==> src/rtl/uart_fifo_pkg.sv <==
// uart_fifo_pkg: types, constants and helpers shared by the UART TX path
package uart_fifo_pkg;
    localparam int UART_DATA_WIDTH = 8;
    typedef enum logic {IDLE, LOCK} arb_state_t;
    function automatic int src_w(input int n);
        return (n > 1) ? $clog2(n) : 1;
    endfunction
endpackage

==> src/rtl/uart_tx_frame_arbiter_if.sv <==
// uart_tx_frame_arbiter_if: requester handshakes and TX FIFO write-port signals
interface uart_tx_frame_arbiter_if
    import uart_fifo_pkg::*;
#(
    parameter int NUM_SRC = 3,
    parameter int DATA_WIDTH = UART_DATA_WIDTH
);
    logic [NUM_SRC-1:0] req_valid;
    logic [NUM_SRC*DATA_WIDTH-1:0] req_data;
    logic [NUM_SRC-1:0] req_last;
    logic [NUM_SRC-1:0] req_ready;
    logic fifo_full;
    logic fifo_wr_en;
    logic [DATA_WIDTH-1:0] fifo_wr_data;
    modport slave (
        input req_valid, req_data, req_last, fifo_full,
        output req_ready, fifo_wr_en, fifo_wr_data
    );
    modport master (
        output req_valid, req_data, req_last, fifo_full,
        input req_ready, fifo_wr_en, fifo_wr_data
    );
endinterface

==> src/rtl/uart_tx_frame_arbiter_rr_priority_pick.sv <==
// rr_priority_pick: first valid requester after the round-robin pointer
module rr_priority_pick
    import uart_fifo_pkg::*;
#(
    parameter int N = 3,
    parameter int W = src_w(N)
) (
    input logic [N-1:0] valid,
    input logic [W-1:0] ptr,
    output logic [N-1:0] winner,
    output logic [W-1:0] index
);
    int c;
    // scan from lowest to highest priority so the nearest valid source wins last
    always_comb begin
        winner = '0;
        index = '0;
        c = 0;
        for (int k = N - 1; k >= 0; k--) begin
            c = (int'(ptr) + 1 + k) % N;
            if (valid[c]) begin
                winner = '0;
                winner[c] = 1'b1;
                index = W'(c);
            end
        end
    end
endmodule

==> src/rtl/uart_tx_frame_arbiter.sv <==
// uart_tx_frame_arbiter: frame-atomic round-robin sharing of the TX FIFO write port
module uart_tx_frame_arbiter
    import uart_fifo_pkg::*;
#(
    parameter int NUM_SRC = 3,
    parameter int DATA_WIDTH = UART_DATA_WIDTH,
    parameter int TIMEOUT = 1024,
    localparam int SRC_W = src_w(NUM_SRC),
    localparam int TO_W = (TIMEOUT > 0) ? $clog2(TIMEOUT + 1) : 1
) (
    input logic clk,
    input logic rst,
    uart_tx_frame_arbiter_if.slave bus,
    output logic [NUM_SRC-1:0] grant,
    output logic busy,
    output logic timeout_err,
    output logic [SRC_W-1:0] timeout_src
);
    arb_state_t state, state_n;
    logic [NUM_SRC-1:0] grant_n, pick_oh;
    logic [SRC_W-1:0] gidx, gidx_n, rr_ptr, rr_ptr_n, pick_idx, timeout_src_n;
    logic g_valid, g_last, xfer, to_hit;

    rr_priority_pick #(.N(NUM_SRC), .W(SRC_W)) u_pick (
        .valid(bus.req_valid),
        .ptr(rr_ptr),
        .winner(pick_oh),
        .index(pick_idx)
    );

    assign busy = state == LOCK;
    assign g_valid = |(bus.req_valid & grant);
    assign g_last = |(bus.req_last & grant);
    assign xfer = busy && g_valid && !bus.fifo_full;
    assign bus.fifo_wr_en = xfer;
    assign bus.fifo_wr_data = xfer ? bus.req_data[int'(gidx)*DATA_WIDTH +: DATA_WIDTH] : '0;
    assign bus.req_ready = (busy && !bus.fifo_full) ? grant : '0;

    generate
        if (TIMEOUT > 0) begin : g_wd
            logic [TO_W-1:0] idle_cnt;
            // a granted source holding data against a full FIFO is not stalled: count holds
            always_ff @(posedge clk or posedge rst) begin
                if (rst) idle_cnt <= '0;
                else if (!busy || xfer) idle_cnt <= '0;
                else if (!g_valid) idle_cnt <= idle_cnt + 1'b1;
            end
            assign to_hit = busy && !g_valid && idle_cnt == TO_W'(TIMEOUT - 1);
        end else begin : g_no_wd
            assign to_hit = 1'b0;
        end
    endgenerate

    always_ff @(posedge clk or posedge rst) begin
        if (rst) begin
            state <= IDLE;
            grant <= '0;
            gidx <= '0;
            rr_ptr <= SRC_W'(NUM_SRC - 1);
            timeout_err <= 1'b0;
            timeout_src <= '0;
        end else begin
            state <= state_n;
            grant <= grant_n;
            gidx <= gidx_n;
            rr_ptr <= rr_ptr_n;
            timeout_err <= to_hit;
            timeout_src <= timeout_src_n;
        end
    end

    // releasing always returns to IDLE, which leaves a one-cycle bubble before the next grant
    always_comb begin
        state_n = state;
        grant_n = grant;
        gidx_n = gidx;
        rr_ptr_n = rr_ptr;
        timeout_src_n = timeout_src;
        if (state == IDLE) begin
            if (|bus.req_valid) begin
                state_n = LOCK;
                grant_n = pick_oh;
                gidx_n = pick_idx;
            end
        end else if ((xfer && g_last) || to_hit) begin
            state_n = IDLE;
            grant_n = '0;
            rr_ptr_n = gidx;
            timeout_src_n = to_hit ? gidx : timeout_src;
        end
    end
endmodule

==> src/flat_wrapper.sv <==
// flat-port wrapper written by rule: the top's interface ports become plain ports
module uart_tx_frame_arbiter_flat import uart_fifo_pkg::*;
#(
    parameter int NUM_SRC = 3,
    parameter int DATA_WIDTH = UART_DATA_WIDTH,
    parameter int TIMEOUT = 1024,
    localparam int SRC_W = src_w(NUM_SRC),
    localparam int TO_W = (TIMEOUT > 0) ? $clog2(TIMEOUT + 1) : 1
)
  (clk, rst, grant, busy, timeout_err, timeout_src, bus_req_valid, bus_req_data, bus_req_last, bus_fifo_full, bus_req_ready, bus_fifo_wr_en, bus_fifo_wr_data);
  uart_tx_frame_arbiter_if #(.NUM_SRC(NUM_SRC), .DATA_WIDTH(DATA_WIDTH)) bus_i ();
  input logic clk;
  input logic rst;
  output logic [NUM_SRC-1:0] grant;
  output logic busy;
  output logic timeout_err;
  output logic [SRC_W-1:0] timeout_src;
  input wire logic [$bits(bus_i.req_valid)-1:0] bus_req_valid;
  input wire logic [$bits(bus_i.req_data)-1:0] bus_req_data;
  input wire logic [$bits(bus_i.req_last)-1:0] bus_req_last;
  input wire logic [$bits(bus_i.fifo_full)-1:0] bus_fifo_full;
  output wire logic [$bits(bus_i.req_ready)-1:0] bus_req_ready;
  output wire logic [$bits(bus_i.fifo_wr_en)-1:0] bus_fifo_wr_en;
  output wire logic [$bits(bus_i.fifo_wr_data)-1:0] bus_fifo_wr_data;
  assign bus_i.req_valid = bus_req_valid;
  assign bus_i.req_data = bus_req_data;
  assign bus_i.req_last = bus_req_last;
  assign bus_i.fifo_full = bus_fifo_full;
  assign bus_req_ready = bus_i.req_ready;
  assign bus_fifo_wr_en = bus_i.fifo_wr_en;
  assign bus_fifo_wr_data = bus_i.fifo_wr_data;
  uart_tx_frame_arbiter #(.NUM_SRC(NUM_SRC), .DATA_WIDTH(DATA_WIDTH), .TIMEOUT(TIMEOUT)) u_core (.clk(clk), .rst(rst), .bus(bus_i), .grant(grant), .busy(busy), .timeout_err(timeout_err), .timeout_src(timeout_src));
endmodule
==> config.mk <==
export PLATFORM = sky130hd
export DESIGN_NAME = uart_tx_frame_arbiter_flat
export DESIGN_NICKNAME = d
export VERILOG_FILES = /design/src/rtl/uart_fifo_pkg.sv /design/src/rtl/uart_tx_frame_arbiter_if.sv /design/src/rtl/uart_tx_frame_arbiter_rr_priority_pick.sv /design/src/rtl/uart_tx_frame_arbiter.sv /design/src/flat_wrapper.sv
export SDC_FILE = /design/constraint.sdc
export NUM_CORES = 1
export LEC_CHECK = 0
export ABC_AREA = 1
export CAP_MARGIN = 20
export CELL_PAD_IN_SITES_DETAIL_PLACEMENT = 0
export CELL_PAD_IN_SITES_GLOBAL_PLACEMENT = 1
export CORE_ASPECT_RATIO = 0.8
export CORE_MARGIN = 3
export CORE_UTILIZATION = 32
export DETAILED_ROUTE_END_ITERATION = 7
export PLACE_DENSITY = 0.77
export SETUP_SLACK_MARGIN = 0.15
export SYNTH_ARGS = -nofsm -noshare
export SYNTH_HDL_FRONTEND = slang
export SYNTH_SLANG_ARGS = --single-unit
export TNS_END_PERCENT = 1
==> constraint.sdc <==
create_clock -name clk -period 2 [get_ports clk]
set_clock_uncertainty 0.2 [all_clocks]
set_input_delay 0.5 -clock clk [delete_from_list [all_inputs] [get_ports clk]]
set_output_delay 0.5 -clock clk [all_outputs]
set_load 0.1 [all_outputs]
==> flow_summary_export.csv, run 1 <==
group,metric,value,unit
critical_path,critPathSlowestCell,"dfrtp_2",
route,wl,5.03,mm
place,place_area,0.00266,mm^2
synthesis,synthFlopType,"dfrtp_1",
global_routing,antenna_found_initial,0,
critical_path,crit_buf_inv,2,
power_and_ir_drop,p_leak,1.29,nW
synthesis,synth_seq_cells,22,
sta,setup_viol,12,
clocking,cts_htree_levels,1,
critical_path,end_kind,"primary output",
power_and_ir_drop,peakVddDrop,0.737,mV
synthesis,synth_top_area_cell,"dfrtp_1",
global_routing,grt_pass1_wl,8.36,mm
sta,clock.fmax,465,MHz
global_routing,grt_max_degree,23,
route,vias_per_cell,4.78,
synthesis,synth_nets,277,
clocking,clk_latency,260,ps
route,drc,0,
synthesis,synth_area,0.00162,mm^2
synthesis,synth.most_common_cell,"nand2_1",
clocking,cts_buffers,3,
layout,drive_above_1_share,42.4,%
hold_path,min_path_cells,2,
synthesis,ys_seq_area_share,34.1,%
layout,diodes,0,
clocking,clkTransAtPathRegs,80,ps
floorplan,die_area,0.00595,mm^2
layout,nets,353,
critical_path,worst_setup_path_start_kind,"register",
sta,setup_slack,-150,ps
critical_path,critPathArrivalTime,1450,ps
route,drt_iter0_drc,100,
clocking,clockBufferDepth,2,
synthesis,syn-instance-count,239,
outcome,violations,"negative setup slack",
route,drtPass1Iterations,4,
route,wl_per_cell,13.4,um
global_routing,grt_pass1_vias,1729,
critical_path,reg2reg_depth,7,
sta,fin_crit,2150,ps
sta,tns,-1290,ps
critical_path,worstPathCellList,"buf_8 -> nor2_4 -> nor2_2 -> o21ai_2 -> a21oi_4 -> buf_12",
outcome,status,"finished, violations left",
sta,slew_violations,0,
floorplan,die_y,69.6,um
place,port-buffer-count,51,
sta,hold_viol_final,0,
place,post-dp-hpwl,3.85,mm
critical_path,path_delay_family,"flip-flops",
clocking,cts_sinks,22,
global_routing,track_usage,17.3,%
global_routing,gr-total-overflow,0,
sta,worst_pin_slew,299,ps
layout,fill_cells,410,
power_and_ir_drop,cellPowerDensity,1410,mW/mm^2
critical_path,cp_slowest_stage_delay,440,ps
critical_path,cp_max_fo,8,
synthesis,synth.top_cells.by_area,"dfrtp_1 (32%), nand2_1 (15%), inv_1 (7.7%), nor2_1 (6.3%), nand3_1 (6.2%)",
sta,grt_setup_unrepaired,"true",
synthesis,synth_top_area_share,32.5,%
sta,min_period_over_period,108,%
run,maxCapViolCount,0,
synthesis,ys_types,31,
clocking,cts_tree,"yes",
route,ant_nets,0,
synthesis,syn_avg_cell_area,6.77,um^2
layout,final_util,62.9,%
hold_path,hold_class,"register to register",
layout,synthToLayoutAreaGrowth,84.1,%
sta,relSlewSlack,80.0,%
synthesis,ys_warn_count,0,
floorplan,num_io_pins,52,
layout,design_area,0.00298,mm^2
critical_path,worstSetupPathType,"register to primary output",
critical_path,required,1300,ps
synthesis,synth_commonest_cells,"nand2_1 (64), inv_1 (33), nor2_1 (27)",
floorplan,core,0.00473,mm^2
place,gp_congestion,0.845,
clocking,root_buffer,"clkbuf_8",
floorplan,std_cell_rows,22,
route,dr_total_vias,1787,
synthesis,synth_edf_count,0,
floorplan,initial_core_util,34.2,%
critical_path,path_depth,6,
floorplan,die_width,85.5,um
synthesis,synthArstFlopShare,100,%
==> sequential cells by signal, summed over array words and instances, names as in the netlist <==
signal,flops
u_core.gidx,2
u_core.busy,1
u_core.rr_ptr,2
u_core.timeout_src,2
u_core.g_wd.idle_cnt,11
u_core.timeout_err,1
u_core.grant,3
==> cells by family (layout without fill, tap and decap cells) <==
| group | after synthesis | count (layout) | synth area share, % |
|---|---|---|---|
| fa+ha+maj | 5 | 5 | 3.87 |
| compound gates | 42 | 42 | 14.1 |
| flops | 22 | 22 | 34.1 |
| buf+inv | 41 | 115 | 10.3 |
| simple gates | 129 | 130 | 37.7 |
==> path summary, 6_finish.rpt <==
path / from / end / slack (ps)
max in group asynchronous: rst / u_core.rr_ptr[1] / 950
setup reg to reg: u_core.grant[2] / u_core.busy / 150
hold reg to reg: u_core.g_wd.idle_cnt[10] / u_core.g_wd.idle_cnt[10] / 290
hold / removal: u_core.g_wd.idle_cnt[10] / u_core.g_wd.idle_cnt[10] / 290
min in group asynchronous: rst / u_core.timeout_err / 370
setup / recovery: u_core.gidx[0] / bus_fifo_wr_data[7] / -150
==> worst min-delay path: cells and delay by family (launching register included) <==
family	cells	cell delay [ps]
simple gates	2	110
flops	1	350
==> metal layers <==
layer / part of all wire [%] / vias up / global-route usage (%)
met1: 49 / 780 / 26.3
li1: - / 925 / -
met4: 0.80 / 0 / 3.16
met3: 7.4 / 5 / 3.33
met2: 43 / 77 / 25.4
met5: 0 / - / 0
==> placed cells by master (no fill, tap or decap), types with 5 or more instances in the layout <==
master / synthesis / final
nand2_1: 64 / 49
inv_1: 33 / 26
clkdlybuf4s50_1: 0 / 20
buf_12: 0 / 20
nand3_1: 20 / 19
buf_4: 0 / 17
dfrtp_1: 21 / 16
nand2_2: 1 / 14
nor2_2: 2 / 12
dlygate4sd2_1: 0 / 11
nor2_4: 2 / 10
o21ai_0: 18 / 10
nor2_1: 27 / 9
o21ai_2: 1 / 9
a21oi_4: 0 / 8
inv_2: 4 / 7
a21oi_1: 13 / 5
==> through the flow <==
step,instances,hold WS [ps],power (mW),setup slack (ps)
2_1_floorplan,239,242,2.50,-261
3_3_place_gp,364,258,3.41,-384
3_5_place_dp,364,279,3.41,-409
4_1_cts,373,299,3.96,-151
5_1_grt,374,315,4.50,-213
6_report,374,294,4.21,-150
==> power by group <==
part	switching, mW	total (mW)	internal, mW
Clock	0.150	0.326	0.176
Combinational	1.94	3.15	1.21
Sequential	0.151	0.729	0.578
==> repair_timing <==
item                       4_1_cts  5_1_grt
hold buffers                     0        0
hold endpoints to repair         0        0
resized for setup               48       42
setup endpoints to repair       34       26
cloned                           1        0
pin swaps                       28       31
buffers inserted                 4        1
==> cell type report <==
cell class / instances / area (um^2) / share of cell area [%]
clock buffer: 4 / 55.1 / 1.85
inverter: 38 / 160 / 5.38
multi-input combinational: 177 / 1240 / 41.5
sequential: 22 / 568 / 19.1
tap: 60 / 75.1 / 2.52
timing repair buffer: 73 / 883 / 29.7
(Power assumes the default switching activity.)
==> run 2, diff against run 1 <==
--- a/config.mk
+++ b/config.mk
@@ -5,16 +5,16 @@
 export SDC_FILE = /design/constraint.sdc
 export NUM_CORES = 1
 export LEC_CHECK = 0
-export ABC_AREA = 1
 export CAP_MARGIN = 20
 export CELL_PAD_IN_SITES_DETAIL_PLACEMENT = 0
 export CELL_PAD_IN_SITES_GLOBAL_PLACEMENT = 1
 export CORE_ASPECT_RATIO = 0.8
 export CORE_MARGIN = 3
-export CORE_UTILIZATION = 32
+export CORE_UTILIZATION = 33
 export DETAILED_ROUTE_END_ITERATION = 7
-export PLACE_DENSITY = 0.77
+export PLACE_DENSITY = 0.76
 export SETUP_SLACK_MARGIN = 0.15
+export SLEW_MARGIN = 20
 export SYNTH_ARGS = -nofsm -noshare
 export SYNTH_HDL_FRONTEND = slang
 export SYNTH_SLANG_ARGS = --single-unit
==> flow_summary_export.csv, run 2 <==
group,metric,value,unit
outcome,status,"finished, violations left",
outcome,violations,"negative setup slack",
synthesis,synth_nets,236,
power_and_ir_drop,comb_power_share,73.2,%
synthesis,synth_edf_count,0,
synthesis,synth.top_cells.by_area,"dfrtp_1 (33%), mux2i_1 (6.2%), nor2_1 (5.3%), nand2_1 (4.9%), a21oi_1 (4.6%)",
layout,seq_area,559,um^2
sta,hold_viol_final,0,
clocking,clk_latency,260,ps
critical_path,worstSetupPathType,"register to primary output",
critical_path,worst_setup_path_start_kind,"register",
synthesis,ys_types,48,
global_routing,grt_pass1_wl,8.16,mm
critical_path,required,1300,ps
synthesis,ys_seq_area_share,34.1,%
critical_path,cp_max_fo,5,
global_routing,grt_max_degree,23,
clocking,cts_sinks,22,
route,dr_total_vias,1764,
critical_path,critPathArrivalTime,1790,ps
power_and_ir_drop,p_sw,1.80,mW
synthesis,synth_top_area_share,32.5,%
synthesis,synthArstFlopShare,100,%
floorplan,num_io_pins,52,
clocking,cts_buffers,3,
clocking,cts_tree,"yes",
layout,final_common_cell,"buf_4",
floorplan,core,0.00465,mm^2
layout,largest_reg_flops,11,
synthesis,synth_commonest_cells,"nor2_1 (23), dfrtp_1 (21), nand2_1 (21)",
synthesis,synth_area,0.00162,mm^2
sta,min_period_over_period,125,%
power_and_ir_drop,power_frac_clock,10.6,%
route,drtPass1Iterations,4,
route,wl_per_cell,14.2,um
route,drc,0,
global_routing,grt_pass1_vias,1668,
run,maxCapViolCount,0,
route,vias_per_cell,5.11,
floorplan,die_y,68.6,um
clocking,clkTransAtPathRegs,80,ps
place,post-dp-hpwl,3.65,mm
clocking,clockBufferDepth,2,
floorplan,std_cell_rows,22,
global_routing,track_usage,17.5,%
layout,diodes,0,
sta,setup_viol,21,
sta,setup_slack,-491,ps
power_and_ir_drop,peakVddDrop,0.932,mV
floorplan,initial_core_util,34.7,%
sta,relSlewSlack,65.4,%
floorplan,die_area,0.00578,mm^2
synthesis,syn-instance-count,198,
layout,final-instance-count-excl-fill,345,
synthesis,syn_avg_cell_area,8.16,um^2
global_routing,gr-total-overflow,0,
route,wl,4.89,mm
global_routing,antenna_found_initial,0,
place,gp_congestion,0.862,
sta,tns,-6610,ps
power_and_ir_drop,intPower,2.13,mW
layout,regMostFlops,"u_core.g_wd.idle_cnt",
sta,clock.fmax,401,MHz
synthesis,synth.most_common_cell,"nor2_1",
layout,layout_common_cells,"buf_4 (41), clkdlybuf4s50_1 (29), nand2_1 (21), buf_12 (21), dfrtp_1 (17)",
critical_path,end_kind,"primary output",
sta,slew_violations,0,
layout,synthToLayoutAreaGrowth,82.7,%
layout,largestRegisters,"u_core.g_wd.idle_cnt: 11 flops, u_core.grant: 3 flops",
synthesis,synth_top_area_cell,"dfrtp_1",
layout,fill_cells,386,
route,drt_iter0_drc,97,
synthesis,ys_warn_count,0,
power_and_ir_drop,p_leak,1.25,nW
synthesis,synthFlopType,"dfrtp_1",
clocking,cts.hold.buffers_added,0,
layout,nets,324,
place,place_inst,338,
layout,multiInputGateArea,0.00114,mm^2
power_and_ir_drop,seqPwrFrac,16.2,%
place,port-buffer-count,51,
power_and_ir_drop,switching_share,45.8,%
clocking,cts_htree_levels,1,
sta,grt_setup_unrepaired,"true",
hold_path,hold_class,"register to register",
route,ant_nets,0,
power_and_ir_drop,cellPowerDensity,1330,mW/mm^2
sta,fin_crit,2490,ps
floorplan,die_width,84.3,um
synthesis,synth_seq_cells,22,
layout,drive_above_1_share,37.9,%
sta,worst_pin_slew,518,ps
clocking,root_buffer,"clkbuf_8",
## run 2: cell count changes after synthesis, moves of 7 or more
cell	before	now
mux2i_1	0	10
and2_1	0	7
nand3_1	20	3
clkbuf_1	0	8
inv_1	33	9
nand2_1	64	21
## run 2: logic make-up (layout without fill, tap and decap cells)
logic type | count (synthesis) | in the layout | synth area share [%]
buffers and inverters | 21 | 108 | 5.42
xor gates and xnor gates | 3 | 3 | 1.63
AOI/OAI and AO/OA | 53 | 53 | 21.7
adders and majority gates | 5 | 5 | 3.87
muxes | 12 | 12 | 8.05
DFF | 22 | 22 | 34.1
and+or+nand+nor | 82 | 82 | 25.2
## run 2: what timing repair did
action,in CTS,in global routing
gates resized for setup,38,8
buffers inserted,2,0
setup endpoints to repair,34,34
endpoints found under the hold margin,0,0
pin swaps,17,2
gates cloned,1,0
## run 2: power groups by stage
stage,Combinational (mW),Sequential (mW),Clock [mW]
detailed placement,2.61,0.637,0
global route,3.07,0.654,0.449
CTS,2.83,0.635,0.422
floorplan,1.40,0.831,0
global placement,2.61,0.633,0
finish,2.87,0.637,0.414
## run 2: critical path, stage by stage (launching register included)
cell and delay, ps:
dfrtp_4 410, a222oi_1 80, buf_4 150, or3_4 440
buf_12 170, nor2_4 100, buf_12 180
## run 2: final cells by class
class	instances	share of cell area, %
inverter	9	1.27
multi-input combinational	155	38.7
timing repair buffer	95	36.1
sequential	22	18.9
clock buffer	3	1.40
clock inverter	1	1.02
tap	60	2.54
## run 2: worst paths after layout
check	from	endpoint	slack, ps	cells past startpoint
max	u_core.grant[1]	bus_fifo_wr_data[6]	-490	6
min	u_core.g_wd.idle_cnt[7]	u_core.g_wd.idle_cnt[7]	310	1
max reg2reg	u_core.grant[1]	u_core.rr_ptr[0]	-300	7
min reg2reg	u_core.g_wd.idle_cnt[7]	u_core.g_wd.idle_cnt[7]	310	1
max in group asynchronous	rst	u_core.rr_ptr[1]	950	3
min in group asynchronous	rst	u_core.g_wd.idle_cnt[10]	360	3
## run 2: stage by stage
| step | instance area, um^2 | setup WS [ps] | hold WS (ps) | total power [mW] | util, % |
|---|---|---|---|---|---|
| final | 2950 | -491 | 313 | 3.92 | 63.5 |
| after global placement | 2730 | -784 | 290 | 3.24 | 58.7 |
| after CTS | 2930 | -495 | 310 | 3.89 | 63.0 |
| after global routing | 2950 | -608 | 347 | 4.17 | 63.5 |
| after floorplan | 1710 | -837 | 264 | 2.24 | - |
| after detailed placement | 2730 | -829 | 296 | 3.25 | 58.7 |
## run 2: per-layer routing
| layer | global-route usage [%] | vias to the layer above | share of wire (%) |
|---|---|---|---|
| met3 | 2.26 | 4 | 6.4 |
| met2 | 27.3 | 64 | 41 |
| met1 | 25.9 | 821 | 51 |
| met4 | 4.42 | 0 | 0.98 |
| li1 | - | 875 | - |
| met5 | 0 | - | 0 |
==> run 3, diff against run 2 <==
--- a/config.mk
+++ b/config.mk
@@ -5,7 +5,6 @@
 export SDC_FILE = /design/constraint.sdc
 export NUM_CORES = 1
 export LEC_CHECK = 0
-export CAP_MARGIN = 20
 export CELL_PAD_IN_SITES_DETAIL_PLACEMENT = 0
 export CELL_PAD_IN_SITES_GLOBAL_PLACEMENT = 1
 export CORE_ASPECT_RATIO = 0.8
==> results of run 3 <==
The final DEF is identical to that of run 2; final timing and power are the same.
